## src/rtl/led_frame_arbiter.sv

```systemverilog
// Round-robin frame arbiter for a two-wire serial LED strip: grants one of two
// frame sources and shifts out start frame, NUM_LEDS pixel words and an end frame.
module led_frame_arbiter #(
  parameter int NUM_LEDS = 64,
  parameter int END_BITS = 64,   // 1..64, counted by the 6-bit bit counter
  parameter int CLK_DIV  = 1,
  localparam int IW = (NUM_LEDS > 1) ? $clog2(NUM_LEDS) : 1
) (
  input  logic          clk,
  input  logic          rst_n,
  input  logic [1:0]    req,
  output logic [1:0]    gnt,
  output logic [IW-1:0] pix_idx,
  input  logic [31:0]   pix_data0,
  input  logic [31:0]   pix_data1,
  output logic          led_clk,
  output logic          led_dat,
  output logic          busy,
  output logic          frame_done
);

  localparam int PW = $clog2(CLK_DIV) + 1;
  localparam int WW = IW + 1;

  typedef enum logic [1:0] {ST_IDLE, ST_START, ST_PIXELS, ST_END} state_t;

  state_t        state_reg;
  logic [PW-1:0] phase_reg;
  logic          high_reg;
  logic [5:0]    bit_reg;
  logic [WW-1:0] word_reg;
  logic [31:0]   shift_reg;
  logic          last_reg;

  logic [31:0] pix_src    [2];
  logic [31:0] pix_masked [2];
  logic [31:0] pix_word;
  logic [1:0]  grant_pick;
  logic        phase_end;

  assign pix_src[0] = pix_data0;
  assign pix_src[1] = pix_data1;

  // One-hot grant selects the word; both terms are zero while idle.
  genvar gi;
  generate
    for (gi = 0; gi < 2; gi++) begin : g_pix_mux
      assign pix_masked[gi] = gnt[gi] ? pix_src[gi] : 32'h0;
    end
  endgenerate

  assign pix_word  = pix_masked[0] | pix_masked[1];
  assign phase_end = (phase_reg == PW'(CLK_DIV - 1));

  // On a tie the source that was not granted last wins.
  always_comb begin
    grant_pick = 2'b00;
    if (req == 2'b11)
      grant_pick = last_reg ? 2'b01 : 2'b10;
    else
      grant_pick = req;
  end

  always_ff @(posedge clk or negedge rst_n) begin
    if (!rst_n) begin
      state_reg  <= ST_IDLE;
      phase_reg  <= '0;
      high_reg   <= 1'b0;
      bit_reg    <= '0;
      word_reg   <= '0;
      shift_reg  <= '0;
      last_reg   <= 1'b1;
      gnt        <= 2'b00;
      pix_idx    <= '0;
      led_clk    <= 1'b0;
      led_dat    <= 1'b0;
      busy       <= 1'b0;
      frame_done <= 1'b0;
    end else begin
      frame_done <= 1'b0;
      if (state_reg == ST_IDLE) begin
        if (req != 2'b00) begin
          gnt       <= grant_pick;
          busy      <= 1'b1;
          state_reg <= ST_START;
          phase_reg <= '0;
          high_reg  <= 1'b0;
          bit_reg   <= '0;
          word_reg  <= '0;
          pix_idx   <= '0;
          shift_reg <= '0;
          led_clk   <= 1'b0;
          led_dat   <= 1'b0;
        end
      end else if (!phase_end) begin
        phase_reg <= phase_reg + 1'b1;
      end else begin
        phase_reg <= '0;
        if (!high_reg) begin
          high_reg <= 1'b1;
          led_clk  <= 1'b1;
          // Advance the fetch index a half bit early so the source has a full phase of setup.
          if (state_reg == ST_PIXELS && bit_reg == 6'd31) begin
            word_reg <= word_reg + 1'b1;
            pix_idx  <= (word_reg == WW'(NUM_LEDS - 1)) ? '0 : pix_idx + 1'b1;
          end
        end else begin
          high_reg <= 1'b0;
          led_clk  <= 1'b0;
          if (state_reg == ST_START) begin
            if (bit_reg == 6'd31) begin
              state_reg <= ST_PIXELS;
              bit_reg   <= '0;
              shift_reg <= pix_word;
              led_dat   <= pix_word[31];
            end else begin
              bit_reg <= bit_reg + 1'b1;
            end
          end else if (state_reg == ST_PIXELS) begin
            if (bit_reg == 6'd31) begin
              bit_reg <= '0;
              if (word_reg == WW'(NUM_LEDS)) begin
                state_reg <= ST_END;
                shift_reg <= '0;
                led_dat   <= 1'b0;
              end else begin
                shift_reg <= pix_word;
                led_dat   <= pix_word[31];
              end
            end else begin
              bit_reg   <= bit_reg + 1'b1;
              shift_reg <= {shift_reg[30:0], 1'b0};
              led_dat   <= shift_reg[30];
            end
          end else begin
            if (bit_reg == 6'(END_BITS - 1)) begin
              state_reg  <= ST_IDLE;
              gnt        <= 2'b00;
              busy       <= 1'b0;
              frame_done <= 1'b1;
              last_reg   <= gnt[1];
              bit_reg    <= '0;
            end else begin
              bit_reg <= bit_reg + 1'b1;
            end
          end
        end
      end
    end
  end

endmodule
```

## config.mk

```make
export PLATFORM = sky130hd
export DESIGN_NAME = led_frame_arbiter
export DESIGN_NICKNAME = d
export VERILOG_FILES = /design/src/rtl/led_frame_arbiter.sv
export SDC_FILE = /design/constraint.sdc
export NUM_CORES = 1
export LEC_CHECK = 0
export BUFFER_PORTS_ARGS = -buffer_cell sky130_fd_sc_hd__buf_2
export CAP_MARGIN = 25
export CORE_AREA = 10 10 72 104
export CTS_BUF_LIST = sky130_fd_sc_hd__clkbuf_4
export DETAILED_ROUTE_END_ITERATION = 7
export DIE_AREA = 0 0 82 114
export PLACE_DENSITY = 0.85
export SETUP_SLACK_MARGIN = 0.05
export SLEW_MARGIN = 25
export SYNTH_ARGS = -nofsm -noshare
export SYNTH_HDL_FRONTEND = slang
export SYNTH_SLANG_ARGS = --single-unit
```

## constraint.sdc

```tcl
create_clock -name clk -period 3.1 [get_ports clk]
set_clock_uncertainty 0.15 [all_clocks]
set_input_delay 0.465 -clock clk [delete_from_list [all_inputs] [get_ports clk]]
set_output_delay 0.465 -clock clk [all_outputs]
set_load 0.005 [all_outputs]
```

==> flow_summary.toml <==
[outcome]
outcome = "finished with violations"
violations = "hold timing"

[timing]
final_max_slew_viol_count = 0
slew_headroom_pct = 45.6
setup_tns_ns = 0
rsz0062_at_grt = "no"
fin_hold_ws_ns = -0.00317
max_freq_mhz = 383
fin_crit_sh_pct = 84.1
worst_pin_slew_ns = 0.815
setup_viol = 0
period_needed_ns = 2.61
hold_violations = 2

[clock_network]
cts_root_buf = "clkbuf_4"
path_clk_slew_ns = 0.10
cts_setup_buffers = 0
clock_latency_ns = 0.40
numCtsBuffers = 9
htree_levels = 3
ctsResizeCount = 0
postCtsHoldBufs = 0
clock_sinks = 59
clk_path_buf_depth = 2
cts_tree = "yes"

[critical_path]
worstPathRequired_ns = 3.23
crit_path_max_fanout = 32
cp-end-kind = "flop"
critPathKind = "flop to flop"
arrival_ns = 2.74
start_kind = "flop"

[power]
p_switching_w = 0.000320
leakage_nw = 1.78
power.share.clock_pct = 42.5
powerDensity_mw_per_mm2 = 378
ir_drop_v = 0.000271
combPwrFrac_pct = 4.3
power_frac_seq_pct = 53.2
swShare_pct = 22.1
p_int_w = 0.00113

[logic_synthesis]
synth_top_area_share_pct = 44.7
synth_seq_area_share_pct = 45.5
synth_area_mm2 = 0.00325
ys_warn_count = 0
ys_ff_latch = 59
synth_edf_count = 0
ys_top_cells_by_area = "dfrtp_1 45%, a2bb2oi_1 8.4%, a22oi_1 7.4%"
synth_top_flop_cell = "dfrtp_1"
synth_nets = 421
postSynthCellCount = 344
synth_common_cells = "58 x dfrtp_1, 47 x nand2_1, 43 x o21ai_0"
syn_avg_cell_area_um2 = 9.45
yosysMostFrequentCell = "dfrtp_1"
synth_cell_types = 45
synth_top_area_cell = "dfrtp_1"
async_flop_share_pct = 100

[global_route]
grt_max_degree = 38
grt_overflow = 0
first_global_vias = 2905
antenna_found_initial = 0
grt_use_total_pct = 17.0
grt_pass1_wl_um = 13000

[route]
via_per_inst = 5.96
vias = 2918
first_pass_iters = 4
wl_um = 7990
detail-route-antenna-nets = 0
drt_iter0_markers = 170
detail_route.wl_per_cell_um = 16.3
drc_errors = 0

[cells_and_area]
syn2layout_area_growth_pct = 17.7
nNetsFinal = 490
largest_reg_flops = 31
diodes = 0
final_util_pct = 67.1
drive_above_1_share_pct = 27.0

[floorplanning]
core_mm2 = 0.00570
die-area_mm2 = 0.00935
design.portCount = 80
initial_core_util_pct = 57.0
die_w_um = 82
rows = 34
die_h_um = 114

[placed_design]
hpwlAfterDp_um = 5880
port_buffers = 79
place.gp.congestion = 0.829

[job]
cap_violations = 0

[hold_path]
min_path_type = "input port to async pin"
## cell usage in the layout, fill, tap and decap left out, types with 3 or more instances in the layout
cell type,count
a21o_1,4
a21oi_1,5
a22oi_1,32
a2bb2oi_1,31
a31oi_1,3
buf_2,79
buf_4,5
clkbuf_4,9
dfrtp_1,56
ha_1,9
inv_1,8
nand2_1,47
nand2b_1,4
nand3_1,5
nand4_1,5
nor2_1,16
o21a_1,3
o21ai_0,43
o21ai_1,5
o31ai_1,4
## area by class of cell
class | instances | area, µm²
sequential | 59 | 1480
fill | 459 | 1880
tap | 72 | 90.1
multi-input combinational | 251 | 1630
inverter | 8 | 30.0
timing repair buffer | 84 | 433
clock inverter | 7 | 92.6
clock buffer | 9 | 67.6
## power groups by stage
stage          combinational [W]  sequential (W)  clock [W]
2_1_floorplan         0.00000212        0.000784          0
3_5_place_dp           0.0000627        0.000784          0
6_report               0.0000617        0.000769   0.000614
5_1_grt                0.0000701        0.000769   0.000657
3_3_place_gp           0.0000610        0.000784          0
4_1_cts                0.0000630        0.000769   0.000625
## stage by stage
stage	hold WS, ns	std cells	area (µm²)	power (W)	worst slack (ns)
detailed placement	0.321	474	3660	0.000847	0.541
CTS	0.00390	490	3820	0.00146	0.503
global route	0.0425	490	3820	0.00150	0.327
global placement	0.310	474	3650	0.000845	0.471
finish	-0.00317	490	3820	0.00145	0.492
floorplan	0.0194	344	3250	0.000787	1.04
## cell families (layout without fill, tap and decap cells)
family	Yosys count	after routing	share of synthesized area [%]
AO/OA/AOI/OAI	140	140	30.0
multiplexers	3	3	1.00
buffers and inverters	34	108	4.93
adder cells (fa/ha/maj)	9	9	3.47
flip-flops	59	59	45.5
XOR/XNOR	4	4	1.08
AND/OR/NAND/NOR	95	95	14.1
## worst paths after layout
kind                         startpoint      endpoint  slack, ns  depth (start not counted)
hold / removal                    rst_n  shift_reg[6]     -0.003                          1
setup / recovery           state_reg[0]  shift_reg[2]       0.49                          7
setup reg to reg           state_reg[0]  shift_reg[2]       0.49                          7
max in group asynchronous         rst_n    bit_reg[2]       2.12                          2
min in group clk                 req[0]        gnt[0]       0.26                          2
hold reg to reg            shift_reg[5]  shift_reg[5]       0.35                          2
## critical path, stage by stage, from the launching register on
cell and delay (ns):
dfrtp_1 0.41, inv_1 0.12, ha_1 0.55, nor2_1 0.22, or2_1 0.38, o21bai_4 0.39, nand2_1 0.17, o21ai_0 0.09
## per-layer routing
layer / up-vias / global-route usage [%] / share of wire [%]
met5: - / 0 / 0
li1: 1410 / - / -
met1: 1411 / 19.7 / 42
met2: 84 / 28.0 / 48
met4: 0 / 5.69 / 1.4
met3: 13 / 6.06 / 8.7
Note: power is estimated with default switching activity, not from simulation.
